===== config.mk =====
export PLATFORM = sky130hd
export DESIGN_NAME = act_pipe
export DESIGN_NICKNAME = d
export VERILOG_FILES = /design/src/rtl/act_pkg.sv /design/src/rtl/act_lane.sv /design/src/rtl/act_pipe.sv
export SDC_FILE = /design/constraint.sdc
export NUM_CORES = 1
export LEC_CHECK = 0
export CORE_MARGIN = 4
export CORE_UTILIZATION = 58
export DETAILED_ROUTE_END_ITERATION = 8
export DONT_BUFFER_PORTS = 1
export GPL_ROUTABILITY_DRIVEN = 0
export GPL_TIMING_DRIVEN = 1
export PLACE_DENSITY_LB_ADDON = 0.1
export SLEW_MARGIN = 30
export SYNTH_ARGS = -nofsm -noshare
export SYNTH_HDL_FRONTEND = slang
export SYNTH_SLANG_ARGS = --single-unit

===== constraint.sdc =====
create_clock -name clk -period 9.55 [get_ports clk]
set_input_delay 2.865 -clock clk [delete_from_list [all_inputs] [get_ports clk]]
set_output_delay 2.865 -clock clk [all_outputs]
set_load 0.05 [all_outputs]

===== src/rtl/act_pkg.sv =====
// Shared definitions for the activation pipe: mode encodings
// and saturation-limit helpers.
package act_pkg;

  typedef enum logic [1:0] {
    ACT_RELU  = 2'd0,
    ACT_LEAKY = 2'd1,
    ACT_CLIP  = 2'd2,
    ACT_SAT   = 2'd3
  } act_mode_e;

  function automatic logic signed [63:0] sat_smax(input int w);
    return (64'sd1 <<< (w - 1)) - 64'sd1;
  endfunction

  function automatic logic signed [63:0] sat_smin(input int w);
    return -(64'sd1 <<< (w - 1));
  endfunction

  function automatic logic signed [63:0] sat_umax(input int w);
    return (64'sd1 <<< w) - 64'sd1;
  endfunction

endpackage


===== src/rtl/act_lane.sv =====
// Combinational per-lane activation: rectify, leak, clip and
// saturate a 2W-bit signed accumulator down to W bits.
module act_lane
  import act_pkg::*;
#(
  parameter int DW = 16,
  parameter int LS = 3
) (
  input  logic signed [2*DW-1:0] i_x,
  input  act_mode_e              i_mode,
  input  logic        [DW-1:0]   i_cap,
  output logic        [DW-1:0]   o_y,
  output logic                   o_sat
);

  localparam logic signed [2*DW-1:0] L_SMAX = (2*DW)'(sat_smax(DW));
  localparam logic signed [2*DW-1:0] L_SMIN = (2*DW)'(sat_smin(DW));
  localparam logic signed [2*DW-1:0] L_UMAX = (2*DW)'(sat_umax(DW));

  logic                   w_neg;
  logic                   w_uovf;
  logic        [DW-1:0]   w_relu;
  logic signed [2*DW-1:0] w_lin;
  logic                   w_shi;
  logic                   w_slo;
  logic        [DW-1:0]   w_ssat;

  assign w_neg  = i_x[2*DW-1];
  assign w_uovf = !w_neg && (i_x > L_UMAX);
  assign w_relu = w_neg  ? '0 :
                  w_uovf ? '1 : i_x[DW-1:0];

  // Leak only applies in leaky mode; saturate-only passes raw input.
  assign w_lin  = (i_mode == ACT_LEAKY && w_neg) ? (i_x >>> LS) : i_x;
  assign w_shi  = w_lin > L_SMAX;
  assign w_slo  = w_lin < L_SMIN;
  assign w_ssat = w_shi ? L_SMAX[DW-1:0] :
                  w_slo ? L_SMIN[DW-1:0] : w_lin[DW-1:0];

  always_comb begin
    o_y   = '0;
    o_sat = 1'b0;
    unique case (i_mode)
      ACT_RELU: begin
        o_y   = w_relu;
        o_sat = w_uovf;
      end
      ACT_CLIP: begin
        o_y   = (w_relu > i_cap) ? i_cap : w_relu;
        o_sat = w_uovf;
      end
      ACT_LEAKY, ACT_SAT: begin
        o_y   = w_ssat;
        o_sat = w_shi | w_slo;
      end
    endcase
  end

endmodule


===== src/rtl/act_pipe.sv =====
// Two-stage valid/ready activation pipe over NUM_CH lanes.
// Define ACT_PIPE_SAT_CNT_EN to add the saturation counter.
module act_pipe
  import act_pkg::*;
#(
  parameter int DATA_WIDTH = 16,
  parameter int NUM_CH     = 4,
  parameter int LEAK_SHIFT = 3
) (
  input  logic                           clk,
  input  logic                           rst,
  input  logic                           cfg_we,
  input  logic [1:0]                     cfg_mode,
  input  logic [DATA_WIDTH-1:0]          cfg_cap,
  input  logic                           in_valid,
  output logic                           in_ready,
  input  logic [NUM_CH*2*DATA_WIDTH-1:0] in_data,
  output logic                           out_valid,
  input  logic                           out_ready,
  output logic [NUM_CH*DATA_WIDTH-1:0]   out_data
`ifdef ACT_PIPE_SAT_CNT_EN
  ,
  input  logic                           sat_clr,
  output logic [15:0]                    sat_cnt
`endif
);

  localparam int DW   = DATA_WIDTH;
  localparam int L_CW = $clog2(NUM_CH + 1);

  act_mode_e                r_mode;
  logic [DW-1:0]            r_cap;
  logic                     r_s1_vld;
  logic [NUM_CH*2*DW-1:0]   r_s1_data;
  act_mode_e                r_s1_mode;
  logic [DW-1:0]            r_s1_cap;
  logic                     r_s2_vld;
  logic [NUM_CH*DW-1:0]     r_s2_data;

  logic                     w_s2_adv;
  logic                     w_s1_adv;
  logic                     w_acc;
  logic [NUM_CH*DW-1:0]     w_y;
  logic [NUM_CH-1:0]        w_sat;
  logic [L_CW-1:0]          w_nsat;

  assign w_s2_adv  = !r_s2_vld || out_ready;
  assign w_s1_adv  = !r_s1_vld || w_s2_adv;
  assign w_acc     = in_valid && w_s1_adv;
  assign in_ready  = w_s1_adv;
  assign out_valid = r_s2_vld;
  assign out_data  = r_s2_data;

  for (genvar g = 0; g < NUM_CH; g++) begin : g_lane
    act_lane #(
      .DW (DW),
      .LS (LEAK_SHIFT)
    ) u_lane (
      .i_x    (r_s1_data[g*2*DW +: 2*DW]),
      .i_mode (r_s1_mode),
      .i_cap  (r_s1_cap),
      .o_y    (w_y[g*DW +: DW]),
      .o_sat  (w_sat[g])
    );
  end

  always_comb begin
    w_nsat = '0;
    for (int i = 0; i < NUM_CH; i++)
      w_nsat = w_nsat + L_CW'(w_sat[i]);
  end

`ifdef ACT_PIPE_SAT_CNT_EN
  logic [L_CW-1:0] r_s2_nsat;
  logic [15:0]     r_sat_cnt;
  logic [16:0]     w_cnt_sum;

  assign w_cnt_sum = {1'b0, r_sat_cnt} + 17'(r_s2_nsat);
  assign sat_cnt   = r_sat_cnt;

  always_ff @(posedge clk or posedge rst) begin
    if (rst) begin
      r_s2_nsat <= '0;
      r_sat_cnt <= '0;
    end else begin
      if (w_s2_adv && r_s1_vld)
        r_s2_nsat <= w_nsat;
      if (sat_clr)
        r_sat_cnt <= '0;
      else if (r_s2_vld && out_ready)
        r_sat_cnt <= w_cnt_sum[16] ? 16'hFFFF : w_cnt_sum[15:0];
    end
  end
`else
  logic w_unused_nsat;
  assign w_unused_nsat = ^w_nsat;
`endif

  // Mode/cap are sampled before this edge's cfg write, so a beat
  // accepted together with cfg_we keeps the previous settings.
  always_ff @(posedge clk or posedge rst) begin
    if (rst) begin
      r_mode    <= ACT_RELU;
      r_cap     <= '1;
      r_s1_vld  <= 1'b0;
      r_s1_data <= '0;
      r_s1_mode <= ACT_RELU;
      r_s1_cap  <= '1;
      r_s2_vld  <= 1'b0;
      r_s2_data <= '0;
    end else begin
      if (cfg_we) begin
        r_mode <= act_mode_e'(cfg_mode);
        r_cap  <= cfg_cap;
      end
      if (w_s1_adv) begin
        r_s1_vld <= in_valid;
        if (w_acc) begin
          r_s1_data <= in_data;
          r_s1_mode <= r_mode;
          r_s1_cap  <= r_cap;
        end
      end
      if (w_s2_adv) begin
        r_s2_vld <= r_s1_vld;
        if (r_s1_vld)
          r_s2_data <= w_y;
      end
    end
  end

endmodule


==> key figures, run 1 <==
Global routing
  • Largest net degree at the start of global routing: 127
  • Gr ovfl total: 0
  • Number of antenna violations at the first check in global routing: 4
  • First-pass GRT wire length: 57,500 um
  • GRT Total Usage: 27.9%
  • Vias in the first global route: 10,000

Yosys
  • Post-synthesis xor/xnor area fraction: 0.197%
  • Sequential share of the synthesized area: 43.5%
  • Main combinational cell family by area after synthesis: multiplexers
  • EDFF count, synth: 0
  • Syn Inst Count: 1,216
  • Post-Synth Simple-Gate Area: 10.1%
  • Mux contribution to synthesized area: 20.9%
  • Dominant cells by area after synthesis: dfrtp_1 37%, mux2_2 15%, dfstp_2 6.3%
  • Compound-Gate Fraction of Synth Area: 15.3%
  • Top cells by count, synth: 198 x dfrtp_1, 179 x mux2_2, 77 x mux2i_1
  • Adder-cell share of the synthesized area: 5.86%
  • Netlist cell types: 69
  • Synthesized area: 13,300 um^2
  • Synth Flop Type: dfrtp_1
  • Synthesis Warnings: 0
  • Area share of the largest cell type after synthesis: 37.2%
  • Ys async rst share: 100%
  • Syn Area/Cell: 11.0 um^2
  • Syn_nets: 1,427
  • Most common cell in the synthesized netlist: dfrtp_1
  • Synth Register Bits: 230
  • Leading area contributor after synthesis: dfrtp_1

Finish
  • Layout area overhead: 7.17%
  • Final-stage net count: 1,391
  • Ratio of cells with drive above 1 in the final layout: 26.3%
  • Post-route cell area: 14,300 um^2
  • Fillcell total: 1,864

Clock network
  • Clock Latency Late Sink: 540 ps
  • CTS Sinks: 230
  • Reg clk slew, reported paths: 60 ps
  • CTS root buffer: clkbuf_16
  • Total CTS buffers: 25
  • CTS tree: yes
  • Cells resized by post-CTS repair: 0
  • Clock Path Buffers: 3
  • H-tree depth: 1
  • Post-CTS Repair Setup Buffers: 0
  • Post-CTS Hold Fix Bufs: 0

Timing
  • Fin crit share: 65.7%
  • Final min period: 6270 ps
  • Slew Limit Headroom: 33.0%
  • Setup violators final: 0
  • Max-slew violations: 0
  • Final hold vios: 0
  • Fmax: 0.159 GHz
  • RSZ-0062 raised after global routing: no
  • Worst clock skew: 17.0 ps
  • Setup_tns: 0 ps
  • Slew @ Worst Pin: 1000 ps

Worst setup path
  • Worst path bufs/invs: 0
  • CP Launch Point: out_ready
  • Crit-path max FO: 3
  • Reg-to-reg setup timing slack: 4840 ps
  • Required @ worst endpoint: 6690 ps
  • WS Path Type: in2out
  • Critical Path Sink: in_ready
  • Worst R2R Start: r_s1_data[31]
  • Arr. time, crit path: 3410 ps
  • R2r worst-path depth: 12
  • Worst Setup Start Kind: primary input
  • Top delay family on crit path: simple AND/OR/NAND/NOR gates
  • Crit. End Element: primary output
  • Reg-to-Reg End: out_data[11]
  • Worst path max stage delay: 540 ps
  • Slowest cell on crit path: nand3b_1
  • Worst path depth: 1
  • Worst path cell trace: nand3b_1

Pwr
  • Clk network pwr share: 25.5%
  • Pwr per Cell Area: 264 nW/um^2
  • Switching power: 1600 uW
  • Sw Ratio: 42.4%
  • Lkg Pwr: 0.00616 uW
  • Share of power burned in registers: 49.7%
  • Cell-internal power: 2170 uW
  • Worst VDD drop: 0.000163 V
  • Gate power share: 24.8%

Placement
  • Count of port buffers added during placement: 0
  • Cell Area, Placed: 13,500 um^2
  • HPWL after DPL: 25,700 um

Floorplan
  • Core box area: 22,600 um^2
  • # IOs: 217
  • Row count: 55
  • Die Area: 25,500 um^2
  • Die width: 160 um
  • Initial core utilization: 58.9%
  • Die Y: 160 um

Routing
  • Vias per cell: 6.67
  • Via count: 9,901
  • Drt wl/cell: 24.4 um
  • Drt first pass iters: 5
  • DR DRC count: 0
  • Drt initial violations: 670
  • DRT Wirelength: 36,300 um
  • Antenna viol nets, final: 0

Outcome
  • Status: finished, final reports clean

Flow run
  • Max-Cap Viols: 0

Hold path
  • Min-Delay Path Class: reg2reg
  • Hold path start: r_mode[1]
through the flow:
stage               total power (uW)  instances  util [%]  setup slack (ps)  hold WS (ps)
floorplan                       2530       1216         -               433           471
global placement                2780       1436      59.4              3280           488
detailed placement              2810       1437      59.5              3270           494
CTS                             3780       1483      63.0              3270           508
global route                    3960       1484      63.1              3250           537
finish                          3770       1485      63.1              3280           502
power by group through the flow:
stage               combinational, uW  sequential (uW)  clock [uW]
floorplan                         762             1770           0
global placement                  898             1890           0
detailed placement                922             1890           0
CTS                               927             1870         977
global route                     1040             1900        1020
finish                            936             1880         960
kinds of logic (layout without fill, tap and decap cells):
group                      Yosys count  after routing
other                                0              1
AOI/OAI and AO/OA                  266            266
muxes                              256            256
DFF                                230            230
buffers and inverters              138            121
xor gates and xnor gates             3              3
adders and majority gates           63             63
and+or+nand+nor                    260            260
cell type report:
type	instances	area [um^2]	area share [%]
tap	285	357	2.50
antenna	1	2.50	0.0175
sequential	230	5800	40.6
inverter	64	248	1.73
clock inverter	11	111	0.780
clock buffer	35	693	4.85
multi-input combinational	848	6990	49.0
timing repair buffer	11	81.3	0.570
state kept, by name, indices dropped and copies added (netlist names):
name,count
r_cap,16
r_s1_data,128
r_s1_mode,2
r_s1_vld,1
r_mode,2
out_valid,1
r_s1_cap,16
out_data,64
cells in the final DEF, fill, tap and decap left out, types with 16 or more instances in the layout:
cell type,synthesis,final
o21ai_0,41,41
mux2i_1,77,77
o221ai_1,30,30
o22ai_1,26,26
ha_1,60,60
a21oi_1,34,34
clkbuf_16,0,25
nand3_1,64,64
nor2_1,75,75
dfstp_2,32,32
dfrtp_1,198,198
nand4_1,19,19
o311ai_0,26,26
o311ai_1,16,16
inv_1,63,62
mux2_2,179,179
nand2_1,40,39
worst min-delay path by stage:
stage / end / depth (start not counted)
6_report: r_mode[1] / 1
5_1_grt: r_mode[1] / 1
4_1_cts: r_mode[1] / 1
3_5_place_dp: r_mode[1] / 1
3_3_place_gp: r_mode[1] / 1
2_1_floorplan: out_valid / 1
per-layer routing:
layer,global-route usage (%),routed length [um],part of all wire [%]
met1,39.1,15700,43
met2,43.0,16200,45
met3,8.67,3560,9.8
met4,5.88,744,2.1
met5,0,58,0.16
Power figures use the tool's default switching activity.
==> run 2: changes to the inputs <==
- clock period: 9.55 -> 5.25 ns (I/O delays scaled with it)
==> run 2 against run 1 <==
  * Non-clock buffer count grew 5
  * Worst hold slack gained 4.1 ps
  * Sequential power up 81%
  * First-iteration DRC count rose by 11%
  * Cell area grew 1.3%
  * Sequential share of layout area down 0.54 points
  * Clock skew decreased by 4.6 ps
  * Die area did not move
  * Clock-buffer cell count up 7
  * Final cell count up 0.61%
  * Critical endpoint is now out_data[12]
  * Largest power group unchanged
  * Highest routed layer unchanged
==> key figures, run 2 (same netlist as run 1, synthesis figures left out) <==
Routing
  • Drt first pass iters: 5
  • DR DRC count: 0
  • Via count: 9,964
  • Antenna viol nets, final: 0
  • DRT Wirelength: 36,300 um
  • Vias per cell: 6.67
  • Drt initial violations: 747
  • Drt wl/cell: 24.3 um

Timing
  • Final min period: 4470 ps
  • Final hold vios: 0
  • RSZ-0062 raised after global routing: no
  • Fin crit share: 85.1%
  • Worst clock skew: 12.4 ps
  • Fmax: 0.224 GHz
  • Max-slew violations: 0
  • Setup_tns: 0 ps
  • Hold_ws: 506 ps
  • Setup violators final: 0
  • Slew Limit Headroom: 33.4%
  • Slew @ Worst Pin: 995 ps

Pwr
  • Pwr per Cell Area: 486 nW/um^2
  • Worst VDD drop: 0.000348 V
  • Total power: 7030 uW
  • Lkg Pwr: 0.00623 uW

Floorplan
  • Die width: 160 um
  • Die Y: 160 um
  • Initial core utilization: 58.9%
  • # IOs: 217
  • Row count: 55
  • Core box area: 22,600 um^2
  • Die Area: 25,500 um^2

Finish
  • Largest register FFs: 128
  • Ratio of cells with drive above 1 in the final layout: 26.2%
  • Final-stage net count: 1,397
  • Layout area overhead: 8.61%
  • Most flops, register: r_s1_data
  • Commonest non-fill, non-tap cells in the layout: 198 x dfrtp_1, 179 x mux2_2, 77 x mux2i_1
  • Most common cell after layout, fill and taps aside: dfrtp_1
  • Post-route cell area: 14,500 um^2
  • Post-layout util: 63.9%

Worst setup path
  • Worst path max stage delay: 860 ps
  • Worst Setup Start Kind: flop
  • Required @ worst endpoint: 5700 ps
  • WS Path Type: reg2reg
  • Worst path cell trace: nor4_2 -> nand4_2 -> nor2_1 -> nor2_1 -> ha_1 -> nand4_1 -> nor4b_1 -> o221ai_1 -> o31a_1 -> a211oi_4 -> a221oi_1 -> a21oi_1
  • Slowest cell on crit path: a211oi_4
  • Top delay family on crit path: compound AO/OA/AOI/OAI gates
  • Crit-path max FO: 25
  • Crit. End Element: flop
  • Most used cell, CP: nor2_1
  • Arr. time, crit path: 4920 ps
  • Worst path bufs/invs: 0

Clock network
  • Clock Path Buffers: 3
  • H-tree depth: 1
  • Reg clk slew, reported paths: 60 ps
  • CTS tree: yes
  • CTS root buffer: clkbuf_16
  • CTS Sinks: 230
  • Cells resized by post-CTS repair: 0
  • Post-CTS Repair Setup Buffers: 0
  • Total CTS buffers: 26
  • Clock Latency Late Sink: 540 ps
  • Post-CTS Hold Fix Bufs: 0

Outcome
  • Status: finished, final reports clean

Global routing
  • Number of antenna violations at the first check in global routing: 6
  • GRT Total Usage: 28.0%
  • First-pass GRT wire length: 57,600 um
  • Vias in the first global route: 10,100
  • Gr ovfl total: 0
  • Largest net degree at the start of global routing: 119

Hold path
  • Min-Delay Path Class: reg2reg

Placement
  • Cell Area, Placed: 13,500 um^2
  • HPWL after DPL: 26,200 um
  • Count of port buffers added during placement: 0

Flow run
  • Max-Cap Viols: 0
## run 2: power by group
part	internal (uW)	leakage (uW)	switching, uW	total, uW
Clock	1180	0.000429	708	1890
Sequential	2190	0.00263	1210	3400
Combinational	759	0.00318	983	1740
Total	4130	0.00623	2910	7030
## run 2: path summary, 6_finish.rpt
| path | start | endpoint | slack [ps] | cells past startpoint |
|---|---|---|---|---|
| worst max register to register | r_s1_data[31] | out_data[12] | 780 | 12 |
| worst max-delay path | r_s1_data[31] | out_data[12] | 780 | 12 |
| worst min register to register | r_mode[1] | r_mode[1] | 510 | 1 |
| worst min-delay path | r_mode[1] | r_mode[1] | 510 | 1 |
| max in group asynchronous | rst | r_s1_data[122] | 3360 | 2 |
| min in group asynchronous | rst | r_s1_data[36] | 920 | 1 |
## run 2: cell type report
type                       count  area (um^2)
sequential                   230         5800
clock buffer                  42          762
timing repair buffer          16          188
tap                          285          357
multi-input combinational    848         6990
inverter                      64          244
antenna                        4         10.0
clock inverter                 5          125
fill                        1791         8170
## run 2: per-stage QoR
step | worst slack (ps) | std cells
2_1_floorplan | 693 | 1216
3_3_place_gp | 994 | 1440
3_5_place_dp | 849 | 1441
4_1_cts | 831 | 1488
5_1_grt | 346 | 1493
6_report | 782 | 1494
## run 2: per-layer routing
| layer | wire (um) | track usage [%] |
|---|---|---|
| met5 | 34 | 0 |
| met4 | 1090 | 8.05 |
| met3 | 3700 | 9.37 |
| met2 | 16100 | 42.5 |
| met1 | 15400 | 38.6 |
